==> config.mk <==
export PLATFORM = sky130hd
export DESIGN_NAME = mont_mul_radix2
export DESIGN_NICKNAME = d
export VERILOG_FILES = /design/src/rtl/mont_mul_radix2.sv
export SDC_FILE = /design/constraint.sdc
export NUM_CORES = 1
export LEC_CHECK = 0
export ABC_AREA = 1
export CAP_MARGIN = 10
export CELL_PAD_IN_SITES_DETAIL_PLACEMENT = 1
export CELL_PAD_IN_SITES_GLOBAL_PLACEMENT = 2
export CORE_MARGIN = 1.5
export CORE_UTILIZATION = 34
export DETAILED_ROUTE_END_ITERATION = 16
export PLACE_DENSITY = 0.84
export SLEW_MARGIN = 40
export SYNTH_ARGS = -nofsm -noshare
export SYNTH_HDL_FRONTEND = slang
export SYNTH_SLANG_ARGS = --single-unit
==> constraint.sdc <==
create_clock -name clk -period 8.25 [get_ports clk]
set_clock_uncertainty 0.2 [all_clocks]
set_input_delay 0.825 -clock clk [delete_from_list [all_inputs] [get_ports clk]]
set_output_delay 0.825 -clock clk [all_outputs]
set_load 0.02 [all_outputs]
==> src/rtl/mont_mul_radix2.sv <==
// Radix-2 Montgomery multiplier R = A*B*2^-K mod M, one multiplicand bit per cycle; K+2 cycles start to done.
// One operation in flight: start is only honoured while idle, never queued.
module cla_adder #(
  parameter int W = 34
) (
  input  logic [W-1:0] a,
  input  logic [W-1:0] b,
  input  logic         cin,
  output logic [W-1:0] sum
);

  logic [W-1:0] g;
  logic [W-1:0] p;
  logic [W:0]   c;
  logic         gacc;
  logic         pacc;
  logic         base;
  logic         carry_unused;

  assign g = a & b;
  assign p = a ^ b;

  // 4-bit lookahead groups: each bit's carry comes straight from its group's incoming carry
  always_comb begin
    c    = '0;
    c[0] = cin;
    gacc = 1'b0;
    pacc = 1'b1;
    base = cin;
    for (int k = 0; k < W; k++) begin
      if (k % 4 == 0) begin
        gacc = 1'b0;
        pacc = 1'b1;
        base = c[k];
      end
      gacc     = g[k] | (p[k] & gacc);
      pacc     = p[k] & pacc;
      c[k + 1] = gacc | (pacc & base);
    end
  end

  assign sum          = p ^ c[W-1:0];
  assign carry_unused = c[W];

endmodule

module mont_mul_radix2 #(
  parameter int K = 32
) (
  input  logic         clk,
  input  logic         rst,
  input  logic         start,
  input  logic [K-1:0] A,
  input  logic [K-1:0] B,
  input  logic [K-1:0] M,
  output logic         busy,
  output logic         done,
  output logic [K-1:0] R
);

  localparam int W  = K + 2;
  localparam int IW = $clog2(K);

  typedef enum logic [1:0] {
    IDLE,
    ITER,
    FINAL
  } state_t;

  state_t         state;
  state_t         state_n;
  logic [W-1:0]   s;
  logic [W-1:0]   s_n;
  logic [IW-1:0]  i;
  logic [IW-1:0]  i_n;
  logic [K-1:0]   ar;
  logic [K-1:0]   ar_n;
  logic [K-1:0]   br;
  logic [K-1:0]   br_n;
  logic [K-1:0]   mr;
  logic [K-1:0]   mr_n;
  logic [K-1:0]   r_n;
  logic           done_n;
  logic           busy_n;

  logic           a_i;
  logic           q;
  logic [W-1:0]   addend_b;
  logic [W-1:0]   addend_m;
  logic [W-1:0]   t1;
  logic [W-1:0]   t2;
  logic [W-1:0]   neg_m;
  logic [W-1:0]   d;
  logic           d_unused;

  assign a_i      = ar[i];
  assign q        = s[0] ^ (a_i & br[0]);
  assign addend_b = a_i ? {2'b00, br} : '0;
  assign addend_m = q ? {2'b00, mr} : '0;
  assign neg_m    = ~{2'b00, mr};

  cla_adder #(.W(W)) u_add_b (
    .a   (s),
    .b   (addend_b),
    .cin (1'b0),
    .sum (t1)
  );

  cla_adder #(.W(W)) u_add_m (
    .a   (t1),
    .b   (addend_m),
    .cin (1'b0),
    .sum (t2)
  );

  // S - M; the top bit is set exactly when S < M (borrow)
  cla_adder #(.W(W)) u_sub_m (
    .a   (s),
    .b   (neg_m),
    .cin (1'b1),
    .sum (d)
  );

  assign d_unused = d[K];

  always_comb begin
    state_n = state;
    s_n     = s;
    i_n     = i;
    ar_n    = ar;
    br_n    = br;
    mr_n    = mr;
    r_n     = R;
    done_n  = 1'b0;
    busy_n  = busy;
    case (state)
      IDLE: begin
        busy_n = 1'b0;
        if (start) begin
          ar_n    = A;
          br_n    = B;
          mr_n    = M;
          s_n     = '0;
          i_n     = '0;
          busy_n  = 1'b1;
          state_n = ITER;
        end
      end
      ITER: begin
        // T2 is even by choice of q, so the shift drops no information
        s_n = t2 >> 1;
        i_n = i + IW'(1);
        if (i == IW'(K - 1)) begin
          state_n = FINAL;
        end
      end
      FINAL: begin
        r_n     = d[W-1] ? s[K-1:0] : d[K-1:0];
        done_n  = 1'b1;
        busy_n  = 1'b0;
        state_n = IDLE;
      end
      default: begin
        busy_n  = 1'b0;
        state_n = IDLE;
      end
    endcase
  end

  always_ff @(posedge clk or posedge rst) begin
    if (rst) begin
      state <= IDLE;
      s     <= '0;
      i     <= '0;
      ar    <= '0;
      br    <= '0;
      mr    <= '0;
      R     <= '0;
      done  <= 1'b0;
      busy  <= 1'b0;
    end else begin
      state <= state_n;
      s     <= s_n;
      i     <= i_n;
      ar    <= ar_n;
      br    <= br_n;
      mr    <= mr_n;
      R     <= r_n;
      done  <= done_n;
      busy  <= busy_n;
    end
  end

endmodule

==> metrics list <==
* Worst-Skew Late Latency: around 0.47 ns
- CTS clock-pin slew for the worst setup and hold paths: around 0.080 ns
* Overall die width: 183 um
- Pin count of the biggest net entering global routing: 89
- Yosys synthesis warning count: 0
- Cells resized by post-CTS repair: 0
- Worst-Margin Slew: 0.767 ns
- Clock tree synthesis inserted a total of 17 buffers.
- No sink is reached through more buffers than the 2 on the longest clock path.
- Count of H-tree levels built during CTS: 4
* Launching element type of the critical path: flip-flop
* CP endpoint kind: flip-flop
- GRT Util Overall: 0.194
* Via count of the first global-routing pass: 9802
- The area growth from synthesis to layout is 21.7%.
- 0 antenna diodes ended up in the layout.
* RePlAce Congestion: approximately 0.82
- Most used cell along the critical path: sky130_fd_sc_hd__nand2_1
- After clock tree synthesis, the flow added hold-fix buffers numbering 0.
- Cell with the most instances after synthesis: sky130_fd_sc_hd__nand2_1
- The run finished with clean final reports.
* RSZ-0062 raised after global routing: no
- Dividing the detail-routed via count by the number of cells gives 4.91.
- Core ar.: 0.0317 mm2
- Kind of path behind the tightest hold check: reg2reg
- Post-synthesis instance area: roughly 0.011 mm2
- Total nets after synthesis: ~1.6k
- Num ports: 133
* Final Hold Fails: 0
- Worst stage delay on the critical path: 0.44 ns
* Pre-Repair DR Iteration Count: 4
- The most used flip-flop cell after synthesis is sky130_fd_sc_hd__dfrtp_1.
- Detailed placement ended at an HPWL of 22500 um.
* Wire length per cell after detailed routing: 16.5 um
- Min Clock Period, post-route: 7.48 ns
* Syn_area_per_cell: 8.26 um2
- First-pass GRT wire length: 50800 um
- In the final design database the tool counted ~1.7k nets.
- The total overflow left after global routing is 0.
- For this run, asynchronously set or reset flops after synthesis account for 1.00.
- Count of flip-flops with a built-in enable after synthesis: 0
- In the final layout, the share of cells above drive strength 1 is 0.0711.
- Remaining design rule violation count: 0
* Drt first-iter violations: 301
* Setup Total Neg Slack: 0 ns
* Standard-cell rows: 65
- Worst Path Class, Setup: reg2reg
* Area fraction of the dominant cell type after synthesis: 0.386
- Worst Path Arrival: ~7.6 ns
* Slowest stage cell, crit path: sky130_fd_sc_hd__fa_1
- Number of pins exceeding their max-slew limit in the final report: 0
- Most frequent cells after synthesis: sky130_fd_sc_hd__nand2_1 (277), sky130_fd_sc_hd__inv_1 (195), sky130_fd_sc_hd__dfrtp_1 (170)
* Post-CTS setup buffer count: 0
* Number of clock sinks: 170
- Final period util: 0.907
- Max-cap violations in this run came to 0.
- In this run, distinct cell masters in the synthesized netlist total 37.
* Gate count of the mapped netlist: 1334
- At the worst endpoint, the required time is approximately 8.4 ns.
* Initial antenna violation count: 1
- For this configuration, the core starts out at a cell density of 0.347.
- The count of buffers added on input and output ports is between 100 and 150.
- Fillers: 3827
- Wires add up to between 30000 and 40000 um.
* CTS Root Buffer Type: sky130_fd_sc_hd__clkbuf_16
- Summed over all instances, the cell type with the most area after synthesis is sky130_fd_sc_hd__dfrtp_1.
- TritonCTS clock tree: built
- Vertical extent of the die: 183 um
- Measured against its own limit, the worst slew margin works out to 0.488.
* Top cells by area, synth: sky130_fd_sc_hd__dfrtp_1 (39%), sky130_fd_sc_hd__ha_1 (10%), sky130_fd_sc_hd__nand2_1 (9.4%)
* # setup viols final: 0
- Die Footprint: around 0.033 mm2
- Max Clk Rate: between 100 and 150 MHz
- Via total after detailed routing: 9155
* Post-synthesis sequential area ratio: 0.386
- Along the worst path, the maximum fanout reaches 18.
- Counting flops and latches in the post-synthesis netlist gives 170.
* Antenna Violating Nets Remaining: 0
-- area by class of cell --
cell class / instances / area (um2) / area share
Multi-Input combinational cell: 919 / 5820 / 0.434
Clock inverter: 15 / 223 / 0.0166
Sequential cell: 170 / 4260 / 0.318
Clock buffer: 17 / 425 / 0.0317
Inverter: 197 / 748 / 0.0558
Timing Repair Buffer: 144 / 1430 / 0.107
Tap cell: 402 / 503 / 0.0375
-- registers in the layout, summed over array words and instances (netlist names) --
name,cells
s,33
R,32
ar,32
br,32
mr,32
i,5
state,2
busy,1
done,1
-- path summary, 6_finish.rpt --
| check | start | to | slack [ns] | cells after the start |
|---|---|---|---|---|
| setup / recovery | i[0] | s[31] | 0.77 | 46 |
| hold / removal | R[14] | R[14] | 0.29 | 2 |
| setup reg to reg | i[0] | s[31] | 0.77 | 46 |
| hold reg to reg | R[14] | R[14] | 0.29 | 2 |
| max in group asynchronous | rst | i[1] | 5.96 | 3 |
| min in group asynchronous | rst | mr[5] | 0.63 | 2 |
-- kinds of logic after synthesis --
family,Yosys count,synth area share
flops,170,0.386
simple gates,494,0.181
buf+inv,245,0.0877
xor+xnor,48,0.0382
mux,45,0.0455
compound gates,212,0.106
fa+ha+maj,120,0.155
-- critical path: cells and delay by family (launching register included) --
| family | cells | cell delay, ns |
|---|---|---|
| adders and majority gates | 7 | 2.57 |
| and+or+nand+nor | 23 | 2.16 |
| AOI/OAI and AO/OA | 8 | 1.20 |
| buffers and inverters | 7 | 0.65 |
| DFF | 1 | 0.41 |
| xor gates and xnor gates | 1 | 0.14 |
-- cells in the final DEF, fill, tap and decap left out, types with 3 or more instances in the layout --
cell / synthesis / routed
sky130_fd_sc_hd__a31oi_1: 3 / 3
sky130_fd_sc_hd__mux2_2: 41 / 41
sky130_fd_sc_hd__clkbuf_16: 0 / 17
sky130_fd_sc_hd__fa_1: 28 / 28
sky130_fd_sc_hd__o21ai_1: 25 / 25
sky130_fd_sc_hd__a21o_1: 3 / 3
sky130_fd_sc_hd__nand3_1: 49 / 48
sky130_fd_sc_hd__o221ai_1: 4 / 4
sky130_fd_sc_hd__nor2_1: 147 / 145
sky130_fd_sc_hd__buf_4: 0 / 9
sky130_fd_sc_hd__inv_1: 195 / 192
sky130_fd_sc_hd__inv_8: 0 / 5
sky130_fd_sc_hd__o21bai_1: 4 / 4
sky130_fd_sc_hd__a22o_1: 7 / 7
sky130_fd_sc_hd__o211ai_1: 4 / 4
sky130_fd_sc_hd__clkdlybuf4s50_1: 0 / 132
sky130_fd_sc_hd__and3_1: 3 / 3
sky130_fd_sc_hd__dfrtp_1: 170 / 169
sky130_fd_sc_hd__o22ai_1: 13 / 13
sky130_fd_sc_hd__xor2_1: 30 / 30
sky130_fd_sc_hd__bufinv_16: 0 / 3
sky130_fd_sc_hd__a32oi_1: 4 / 4
sky130_fd_sc_hd__ha_1: 92 / 92
sky130_fd_sc_hd__nand2_1: 277 / 276
sky130_fd_sc_hd__nor3_1: 4 / 4
sky130_fd_sc_hd__a21oi_1: 110 / 110
sky130_fd_sc_hd__o21ai_0: 33 / 33
sky130_fd_sc_hd__mux2i_1: 4 / 4
sky130_fd_sc_hd__inv_6: 0 / 5
sky130_fd_sc_hd__nand2_2: 7 / 8
sky130_fd_sc_hd__xnor2_1: 18 / 18
-- layer usage --
metal  vias to the layer above  GRT usage  routed length, um
met2                       126      0.333              15000
met3                        22     0.0288                916
li1                       4494          -                  -
met1                      4511      0.254              14400
met4                         2     0.0554                379
met5                         -          0                 13
-- per-stage QoR --
step / instance area (um2) / utilization / instances / hold slack, ns / worst slack, ns
2_1_floorplan: 11000 / - / 1334 / 0.274 / 1.43
3_5_place_dp: 12700 / 0.401 / 1831 / 0.273 / 0.506
5_1_grt: 13400 / 0.423 / 1864 / 0.318 / 0.0180
4_1_cts: 13400 / 0.422 / 1863 / 0.292 / 0.325
3_3_place_gp: 12700 / 0.401 / 1831 / 0.272 / 0.795
6_report: 13400 / 0.423 / 1864 / 0.287 / 0.767
Power is left out: the tool's default activity adds up to more than one toggle a clock period on the data nets, which glitch-free logic cannot reach.
